`config.mk`:
```
export PLATFORM = sky130hd
export DESIGN_NAME = fetch_buffer_flat
export DESIGN_NICKNAME = d
export VERILOG_FILES = /design/src/rtl/fetch_buffer_if.sv /design/src/rtl/fetch_buffer.sv /design/src/flat_wrapper.sv
export SDC_FILE = /design/constraint.sdc
export NUM_CORES = 1
export LEC_CHECK = 0
export BUFFER_PORTS_ARGS = -buffer_cell sky130_fd_sc_hd__buf_2
export CAP_MARGIN = 20
export CORE_MARGIN = 10
export CORE_UTILIZATION = 51
export DETAILED_ROUTE_END_ITERATION = 10
export PLACE_DENSITY = 0.84
export SYNTH_ARGS = -nofsm -noshare
export SYNTH_HDL_FRONTEND = slang
export SYNTH_SLANG_ARGS = --single-unit
```
`constraint.sdc`:
```
create_clock -name CLK -period 2.9 [get_ports CLK]
set_input_delay 0.29 -clock CLK [delete_from_list [all_inputs] [get_ports CLK]]
set_output_delay 0.29 -clock CLK [all_outputs]
set_load 0.02 [all_outputs]
```
`src/rtl/fetch_buffer_if.sv`:
```
// Signal bundle between the fetch stage, the instruction bus and the decode stage.
// master is the fetch_buffer side; slave is the bus/decode environment side.
interface fetch_buffer_if;
  logic        flush;
  logic [31:0] new_pc;
  logic        imem_ren;
  logic [31:0] imem_addr;
  logic [31:0] imem_rdata;
  logic        imem_busy;
  logic [31:0] instr;
  logic [31:0] instr_pc;
  logic        instr_valid;
  logic        instr_ready;

  modport master (
    input  flush, new_pc, imem_rdata, imem_busy, instr_ready,
    output imem_ren, imem_addr, instr, instr_pc, instr_valid
  );

  modport slave (
    output flush, new_pc, imem_rdata, imem_busy, instr_ready,
    input  imem_ren, imem_addr, instr, instr_pc, instr_valid
  );
endinterface

```
`src/rtl/fetch_buffer.sv`:
```
// Instruction fetch: owns the PC, keeps one word read outstanding, and queues {pc, word} for decode.
// Words appear on instr one cycle after bus completion; fetching pauses while the queue is full.
module fetch_buffer #(
  parameter int unsigned DEPTH    = 2,
  parameter logic [31:0] RESET_PC = 32'h0000_0200
) (
  input  logic           CLK,
  input  logic           nRST,
  fetch_buffer_if.master bus
);
  localparam int unsigned      PTR_W = (DEPTH > 1) ? $clog2(DEPTH) : 1;
  localparam int unsigned      CNT_W = PTR_W + 1;
  localparam logic [CNT_W-1:0] FULL  = CNT_W'(DEPTH);
  localparam logic [CNT_W-1:0] ONE   = CNT_W'(1);

  typedef enum logic [1:0] {IDLE, REQ, DISCARD} state_t;

  typedef struct packed {
    logic [31:0] pc;
    logic [31:0] word;
  } entry_t;

  state_t           state, state_d;
  logic [31:0]      fetch_pc, fetch_pc_d;
  logic [31:0]      stale_addr, stale_addr_d;
  logic [CNT_W-1:0] count, count_after_pop;
  logic [PTR_W-1:0] rd_ptr, wr_ptr;
  entry_t           mem [DEPTH];
  logic             push, pop;

  // A flush wins over any pop requested in the same cycle.
  assign pop             = (count != '0) && bus.instr_ready && !bus.flush;
  assign count_after_pop = count - (pop ? ONE : '0);

  always_comb begin
    state_d      = state;
    fetch_pc_d   = fetch_pc;
    stale_addr_d = stale_addr;
    push         = 1'b0;
    if (bus.flush) begin
      fetch_pc_d = {bus.new_pc[31:2], 2'b00};
      unique case (state)
        IDLE: state_d = REQ;
        REQ: begin
          // The bus cannot abort a stalled read, so remember its address and drain it.
          if (bus.imem_busy) begin
            stale_addr_d = fetch_pc;
            state_d      = DISCARD;
          end else begin
            state_d = REQ;
          end
        end
        DISCARD: state_d = bus.imem_busy ? DISCARD : REQ;
        default: state_d = IDLE;
      endcase
    end else begin
      unique case (state)
        IDLE: begin
          if (count_after_pop < FULL) state_d = REQ;
        end
        REQ: begin
          if (!bus.imem_busy) begin
            push       = 1'b1;
            fetch_pc_d = fetch_pc + 32'd4;
            state_d    = ((count_after_pop + ONE) < FULL) ? REQ : IDLE;
          end
        end
        DISCARD: begin
          if (!bus.imem_busy) state_d = REQ;
        end
        default: state_d = IDLE;
      endcase
    end
  end

  always_ff @(posedge CLK or negedge nRST) begin
    if (!nRST) begin
      state         <= IDLE;
      fetch_pc      <= RESET_PC;
      stale_addr    <= '0;
      bus.imem_ren  <= 1'b0;
      bus.imem_addr <= RESET_PC;
    end else begin
      state         <= state_d;
      fetch_pc      <= fetch_pc_d;
      stale_addr    <= stale_addr_d;
      bus.imem_ren  <= (state_d != IDLE);
      bus.imem_addr <= (state_d == DISCARD) ? stale_addr_d : fetch_pc_d;
    end
  end

  always_ff @(posedge CLK or negedge nRST) begin
    if (!nRST) begin
      count  <= '0;
      rd_ptr <= '0;
      wr_ptr <= '0;
      for (int i = 0; i < DEPTH; i++) mem[i] <= '0;
    end else if (bus.flush) begin
      count  <= '0;
      rd_ptr <= '0;
      wr_ptr <= '0;
    end else begin
      if (push) begin
        mem[wr_ptr].pc   <= fetch_pc;
        mem[wr_ptr].word <= bus.imem_rdata;
        wr_ptr           <= wr_ptr + 1'b1;
      end
      if (pop) rd_ptr <= rd_ptr + 1'b1;
      unique case ({push, pop})
        2'b10:   count <= count + ONE;
        2'b01:   count <= count - ONE;
        default: count <= count;
      endcase
    end
  end

  assign bus.instr_valid = (count != '0);
  assign bus.instr       = mem[rd_ptr].word;
  assign bus.instr_pc    = mem[rd_ptr].pc;
endmodule

```
`src/flat_wrapper.sv`:
```
// flat-port wrapper written by rule: the top's interface ports become plain ports
module fetch_buffer_flat 
#(
  parameter int unsigned DEPTH    = 2,
  parameter logic [31:0] RESET_PC = 32'h0000_0200
)
  (CLK, nRST, bus_flush, bus_new_pc, bus_imem_rdata, bus_imem_busy, bus_instr_ready, bus_imem_ren, bus_imem_addr, bus_instr, bus_instr_pc, bus_instr_valid);
  fetch_buffer_if bus_i ();
  input  logic CLK;
  input  logic nRST;
  input wire logic [$bits(bus_i.flush)-1:0] bus_flush;
  input wire logic [$bits(bus_i.new_pc)-1:0] bus_new_pc;
  input wire logic [$bits(bus_i.imem_rdata)-1:0] bus_imem_rdata;
  input wire logic [$bits(bus_i.imem_busy)-1:0] bus_imem_busy;
  input wire logic [$bits(bus_i.instr_ready)-1:0] bus_instr_ready;
  output wire logic [$bits(bus_i.imem_ren)-1:0] bus_imem_ren;
  output wire logic [$bits(bus_i.imem_addr)-1:0] bus_imem_addr;
  output wire logic [$bits(bus_i.instr)-1:0] bus_instr;
  output wire logic [$bits(bus_i.instr_pc)-1:0] bus_instr_pc;
  output wire logic [$bits(bus_i.instr_valid)-1:0] bus_instr_valid;
  assign bus_i.flush = bus_flush;
  assign bus_i.new_pc = bus_new_pc;
  assign bus_i.imem_rdata = bus_imem_rdata;
  assign bus_i.imem_busy = bus_imem_busy;
  assign bus_i.instr_ready = bus_instr_ready;
  assign bus_imem_ren = bus_i.imem_ren;
  assign bus_imem_addr = bus_i.imem_addr;
  assign bus_instr = bus_i.instr;
  assign bus_instr_pc = bus_i.instr_pc;
  assign bus_instr_valid = bus_i.instr_valid;
  fetch_buffer #(.DEPTH(DEPTH), .RESET_PC(RESET_PC)) u_core (.CLK(CLK), .nRST(nRST), .bus(bus_i));
endmodule
```
# Yosys cells after proc, flatten, opt, wreduce, memory -nomap -nowiden
# Cells that the tools add are included.
[totals]
reg_bits = 231
inputBits = 69
output_inout_bits = 98
wordCells = 78
[classes]
n_addsub = 7
order_cmp = 5
n_eq_ne = 5
muxes = 34
bitwise = 3
reduce_logical = 12
[op_table]
columns = ["op", "count"]
rows = [
  ["bitwise mux 128 bit", 2],
  ["two-way mux 32 bit", 8],
  ["two-way mux 64 bit", 4],
  ["demux 64 bit (select 1 bit)", 2],
  ["adder 32 x 3 -> 32 bit (second input constant)", 1],
  ["two-way mux 2 bit", 6],
  ["two-way mux 1 bit", 9],
  ["one-hot mux 2 bit (2 select lines)", 2],
  ["nonzero test 2 bit", 4],
  ["equality test 2 bit (second input constant)", 3],
  ["one-hot mux 2 bit (3 select lines)", 1],
  ["adder 2 x 1 -> 2 bit (second input constant)", 2],
  ["equality test 2 x 1 -> 1 bit (second input constant)", 2],
  ["greater-or-equal comparator 2 bit (second input constant)", 2],
  ["less-than comparator 2 bit (second input constant)", 2],
  ["NOT 1 -> 2 bit", 2],
  ["logical AND 1 bit", 3],
  ["nonzero test 3 bit", 1],
  ["adder 1 bit (second input constant)", 2],
  ["zero test 2 bit", 1],
  ["less-than comparator 2 x 1 -> 1 bit (second input constant)", 1],
  ["AND reduction 2 bit", 1],
  ["OR reduction 2 bit", 1],
  ["subtractor 2 x 1 -> 2 bit (second input constant)", 1],
  ["3 further kinds", 3],
]

# Depth between registers and ports, before layout
[depth]
depth_word = 13
mapped_depth = 12
depth_no_buf = 10

# Worst setup path before layout
# No wires, ideal clock.
[synth_path]
kind = "input-to-reg"
start = "input bus_flush"
end = "register u_core.bus.imem_addr[10]"
setup_time_ns = 0.125
t_arrival_ns = 2.932
required_time_ns = 2.775
setup_slack_ns = -0.157
path_stages = 11
path_buffers = 4
path_cell_list = "clkbuf_1 > clkbuf_1 > buf_1 > nor2_1 > ha_1 > xor2_1 > mux2_2 > o41a_1 > nand2_1 > buf_2 > mux2_2"
[synth_between]
elab_chain_cells = 12
elab_cells_between_ends = 16
cone_classes = "add/sub (2); order compare (2); eq/ne (1); mux (9); reduce/logical (2)"
[synth_rtl]
columns = ["element", "line", "source"]
rows = [
  ["from (decl)", "flat_wrapper.sv:11", "input wire logic [$bits(bus_i.flush)-1:0] bus_flush;"],
  ["zero test 1 bit", "fetch_buffer.sv:32", "assign pop = (count != '0) && bus.instr_ready && !bus.flush;"],
  ["logical AND 1 bit", "fetch_buffer.sv:32", ""],
  ["two-way mux 1 bit", "fetch_buffer.sv:33", "assign count_after_pop = count - (pop ? ONE : '0);"],
  ["subtractor 2 bit", "fetch_buffer.sv:33", ""],
  ["adder 2 x 1 -> 2 bit", "fetch_buffer.sv:65", "state_d = ((count_after_pop + ONE) < FULL) ? REQ : IDLE;"],
  ["less-than comparator 2 bit", "fetch_buffer.sv:65", ""],
  ["two-way mux 1 bit", "fetch_buffer.sv:65", ""],
  ["two-way mux 2 bit", "fetch_buffer.sv:62", "if (!bus.imem_busy) begin"],
  ["one-hot mux 2 bit (3 select lines)", "fetch_buffer.sv:57", "unique case (state)"],
  ["two-way mux 2 bit", "fetch_buffer.sv:40", "if (bus.flush) begin"],
  ["equality test 2 bit", "fetch_buffer.sv:88", "bus.imem_addr <= (state_d == DISCARD) ? stale_addr_d : fetch_pc_d;"],
  ["two-way mux 32 bit (*)", "fetch_buffer.sv:88", ""],
  ["to (signal assigned)", "fetch_buffer.sv:88", ""],
  ["to (decl)", "fetch_buffer_if.sv:17", "output imem_ren, imem_addr, instr, instr_pc, instr_valid"],
]
# Mark *: on every way between the ends. The rest lies on a longest branch, timed or not.
# A chain may end at the register's enable or synchronous reset.

# Final worst setup path
[layout_path]
start = "register u_core.count[0]"
end = "register u_core.bus.imem_addr[27]"
[layout_between]
elab_chain_cells = 13
elab_cells_between_ends = 15
cone_classes = "add/sub (2); order compare (2); eq/ne (1); mux (7); reduce/logical (3)"
[layout_rtl]
columns = ["element", "line", "source"]
rows = [
  ["from (decl)", "fetch_buffer.sv:26", "logic [CNT_W-1:0] count, count_after_pop;"],
  ["from (signal assigned)", "fetch_buffer.sv:110", "2'b10: count <= count + ONE;"],
  ["from (signal assigned)", "fetch_buffer.sv:111", "2'b01: count <= count - ONE;"],
  ["from (signal assigned)", "fetch_buffer.sv:112", "default: count <= count;"],
  ["nonzero test 2 bit", "fetch_buffer.sv:32", ""],
  ["logical AND 1 bit (2 in a row)", "fetch_buffer.sv:32", ""],
  ["two-way mux 1 bit", "fetch_buffer.sv:33", ""],
  ["subtractor 2 bit (*)", "fetch_buffer.sv:33", ""],
  ["adder 2 x 1 -> 2 bit", "fetch_buffer.sv:65", ""],
  ["less-than comparator 2 bit", "fetch_buffer.sv:65", ""],
  ["two-way mux 1 bit", "fetch_buffer.sv:65", ""],
  ["two-way mux 2 bit", "fetch_buffer.sv:62", ""],
  ["one-hot mux 2 bit (3 select lines) (*)", "fetch_buffer.sv:57", ""],
  ["two-way mux 2 bit (*)", "fetch_buffer.sv:40", ""],
  ["equality test 2 bit (*)", "fetch_buffer.sv:88", ""],
  ["two-way mux 32 bit (*)", "fetch_buffer.sv:88", ""],
]
# Marked as above.

==> impl_results.md <==
* Setup CP Type: reg -> reg
* Post-synthesis cell type count at 48
* DP HPWL at 16,610 um
* Status: finished clean
* Clock skew at 0.01646 ns
* Syn Area/Cell at 13.44 um2
* PortBufs at 164
* Post-CTS setup buffer count at 0
* Number of CTS-inserted buffers at 24
* Clock Latency Late Sink at 0.52 ns
* Post-synth EDFFs at 0
* Slew HR at 60.58%
* Antenna violations before repair at 2
* Worst setup margin at 0.07011 ns
* Setup TNS at 0 ns
* Sequential area share after synthesis at 56.86%
* Highest Clock Rate at 353.4 MHz
* Combinational share of power at 33.3%
* Synth Net Count at 832
* Slew Limit Fails at 0
* Vias per cell at 5.620
* Pre-antenna DRT Iters at 5
* Synthesized flop and latch total at 231
* CTS tree: done
* Async S/R FF share, synth at 100.0%
* Row Count at 51
* Placer Congestion at 0.7868
* Core Footprint at 19,530 um2
* Synth Cell Area at 10,170 um2
* Hold/Removal Path Class: in -> reg
* # DRC at 0
* Cells after DPL at 1,161
* Final worst path period share at 97.58%
* Die Y at 161.2 um
* Power per cell area at 1018 nW/um2
* GRT Resource Usage Total at 17.98%
* Setup violators final at 0
* Worst Setup Start Kind: flop
* Clk Tree Root Cell: clkbuf_16
* Max VDD drop at 0.4805 mV
* Clock-pin slew on the worst setup and hold paths at 0.06 ns
* Die area at 25,990 um2
* Worst-margin pin slew at 0.5912 ns
* First DRT Iteration DRCs at 397
* Min Hold Slack at 0.01671 ns
* Final #Nets at 999
* Ys Warns at 0
* Htree depth at 1
* # fillers at 1,498
* Wire per inst at 19.91 um
* Area grow syn2layout at 20.65%
* Die width at 161.2 um
* Vias in the first global route at 7,199
* Switch Pwr at 3.997 mW
* Routed wire length at 24,010 um
* First-pass GRT wire length at 38,420 um
* Sink Count at 231
* Starting Density at 52.09%
* Fin. Hold Viols at 0
* Req. time, crit path at 3.29 ns
* Max-cap violations at 0
* Syn Inst Count at 757
* Worst path arrival time at 3.22 ns
* Pre-CTS setup slack at 0.06739 ns
* Most common flop cell mapped by yosys: dfrtp_1
* Clock Power Share at 25.9%
* Worst setup EP type: flop
* Minimum clock period at 2.830 ns
* Leakage power at 5.507 nW
* Sw frac at 32.01%
* Vias at 6,778
* Top-level port count at 167
* Non-filler instance count after layout at 1,206
* Share of cells above drive strength 1 at 51.97%
* Flop pwr share at 40.7%
* Largest net degree at the start of global routing at 72
* P_int at 8.491 mW
* Final Util at 62.85%
* Maximum clock insertion buffer count at 3
* Global route total overflow at 0
* Antenna Nets Post-Route at 0
* Worst Path Max Fanout at 17
## final timing paths
check                           slack, ns  cells after the start                       end             startpoint
worst max-delay path                 0.07                     10  u_core.bus.imem_addr[27]        u_core.count[0]
worst min-delay path                 0.02                      2            u_core.mem[87]     bus_imem_rdata[23]
worst max register to register       0.07                     10  u_core.bus.imem_addr[27]        u_core.count[0]
worst min register to register       0.49                      1     u_core.stale_addr[14]  u_core.stale_addr[14]
max in group asynchronous            1.66                      3            u_core.mem[83]                   nRST
min in group asynchronous            0.32                      2           u_core.mem[115]                   nRST
## synthesized netlist by cell type (2+ instances only)
cell,number,share of area [%]
ha_1,6,0.74
clkbuf_1,38,1.4
or3_1,6,0.37
or2_2,3,0.18
buf_2,8,0.39
or4_1,12,0.89
a31oi_1,12,0.74
o21ai_0,22,1.1
o31a_1,3,0.26
mux2_2,251,28
nor2b_1,2,0.12
xor2_1,8,0.69
nand4_1,8,0.49
dfrtp_1,229,56
a21oi_1,3,0.15
buf_1,2,0.074
o21a_1,2,0.15
o211ai_1,2,0.15
nand3_1,14,0.69
nor3_1,12,0.59
nand2_1,32,1.2
o2bb2ai_1,2,0.17
o31ai_1,7,0.52
nor4_1,3,0.18
nand2b_1,3,0.18
nor3b_1,2,0.15
nor2_1,25,0.92
xnor2_1,8,0.69
and4_1,2,0.17
and3_1,3,0.18
dfstp_2,2,0.52
inv_1,9,0.33
## logic make-up (layout without fill, tap and decap cells)
| family | Yosys count | in the layout | share of synthesized area (%) |
|---|---|---|---|
| DFF | 231 | 231 | 56.86 |
| and+or+nand+nor | 135 | 135 | 7.025 |
| AOI/OAI and AO/OA | 60 | 60 | 3.912 |
| other | 0 | 2 | 0 |
| xor gates and xnor gates | 16 | 16 | 1.378 |
| muxes | 252 | 252 | 27.89 |
| buffers and inverters | 57 | 239 | 2.202 |
| adders and majority gates | 6 | 6 | 0.7381 |
## metal layers
metal | part of all wire, % | up-vias | global-route usage [%]
met4 | 2.5 | 0 | 5.294
met2 | 50 | 222 | 30.55
met1 | 42 | 3443 | 22.66
li1 | - | 3068 | -
met3 | 5.6 | 45 | 3.737
met5 | 0 | - | 0
## sequential cells by signal (all words and copies together) (netlist names)
register / count
u_core.mem: 128
u_core.wr_ptr: 1
u_core.bus.imem_ren: 1
u_core.count: 2
u_core.bus.imem_addr: 32
u_core.rd_ptr: 1
u_core.stale_addr: 32
u_core.state: 2
u_core.fetch_pc: 32
## placed cells by master, fill, tap and decap left out, types with 9 or more instances in the layout
master     count
mux2_2       251
dfrtp_1      228
buf_2        163
nand2_1       31
nor2_1        25
clkbuf_16     25
o21ai_0       22
buf_4         17
nand3_1       13
a31oi_1       12
or4_1         12
nor3_1        11
inv_1          9
## what timing repair did
item                       in CTS  in global routing
hold buffers                    2                  0
setup endpoints to repair       0                 29
hold endpoints to repair       65                  0
gates resized for setup         0                  2
## through the flow
| step | power, mW | instance area, um2 |
|---|---|---|
| 4_1_cts | 12.61 | 12260 |
| 3_5_place_dp | 9.329 | 11410 |
| 6_report | 12.49 | 12270 |
| 3_3_place_gp | 9.119 | 11410 |
| 5_1_grt | 13.18 | 12270 |
| 2_1_floorplan | 7.903 | 10170 |
## cell type report
cell class	instances	area, um2	share of cell area [%]
Sequential cell	231	5784	47.13
Multi-Input combinational cell	469	4189	34.14
Timing Repair Buffer	189	1099	8.952
Clock buffer	33	685.7	5.587
Tap cell	265	331.6	2.702
Clock inverter	8	143.9	1.173
Inverter	9	33.78	0.2753
Antenna cell	2	5.005	0.04078
## power groups by stage
stage	clock network [mW]	logic [mW]	registers (mW)
global placement	0	4.10	5.02
global route	3.44	4.52	5.22
floorplan	0	2.88	5.02
finish	3.24	4.16	5.08
detailed placement	0	4.21	5.12
CTS	3.29	4.24	5.08
## critical path, cell delays in order, from the launching register on
cell     delay, ns
dfrtp_1       0.40
or2_2         0.31
nand2_1       0.12
nor2_1        0.07
ha_1          0.21
xor2_2        0.17
mux2_2        0.36
o41a_1        0.38
nand2_2       0.14
buf_12        0.18
mux2_2        0.35
Note: power is estimated with default switching activity, not from simulation.
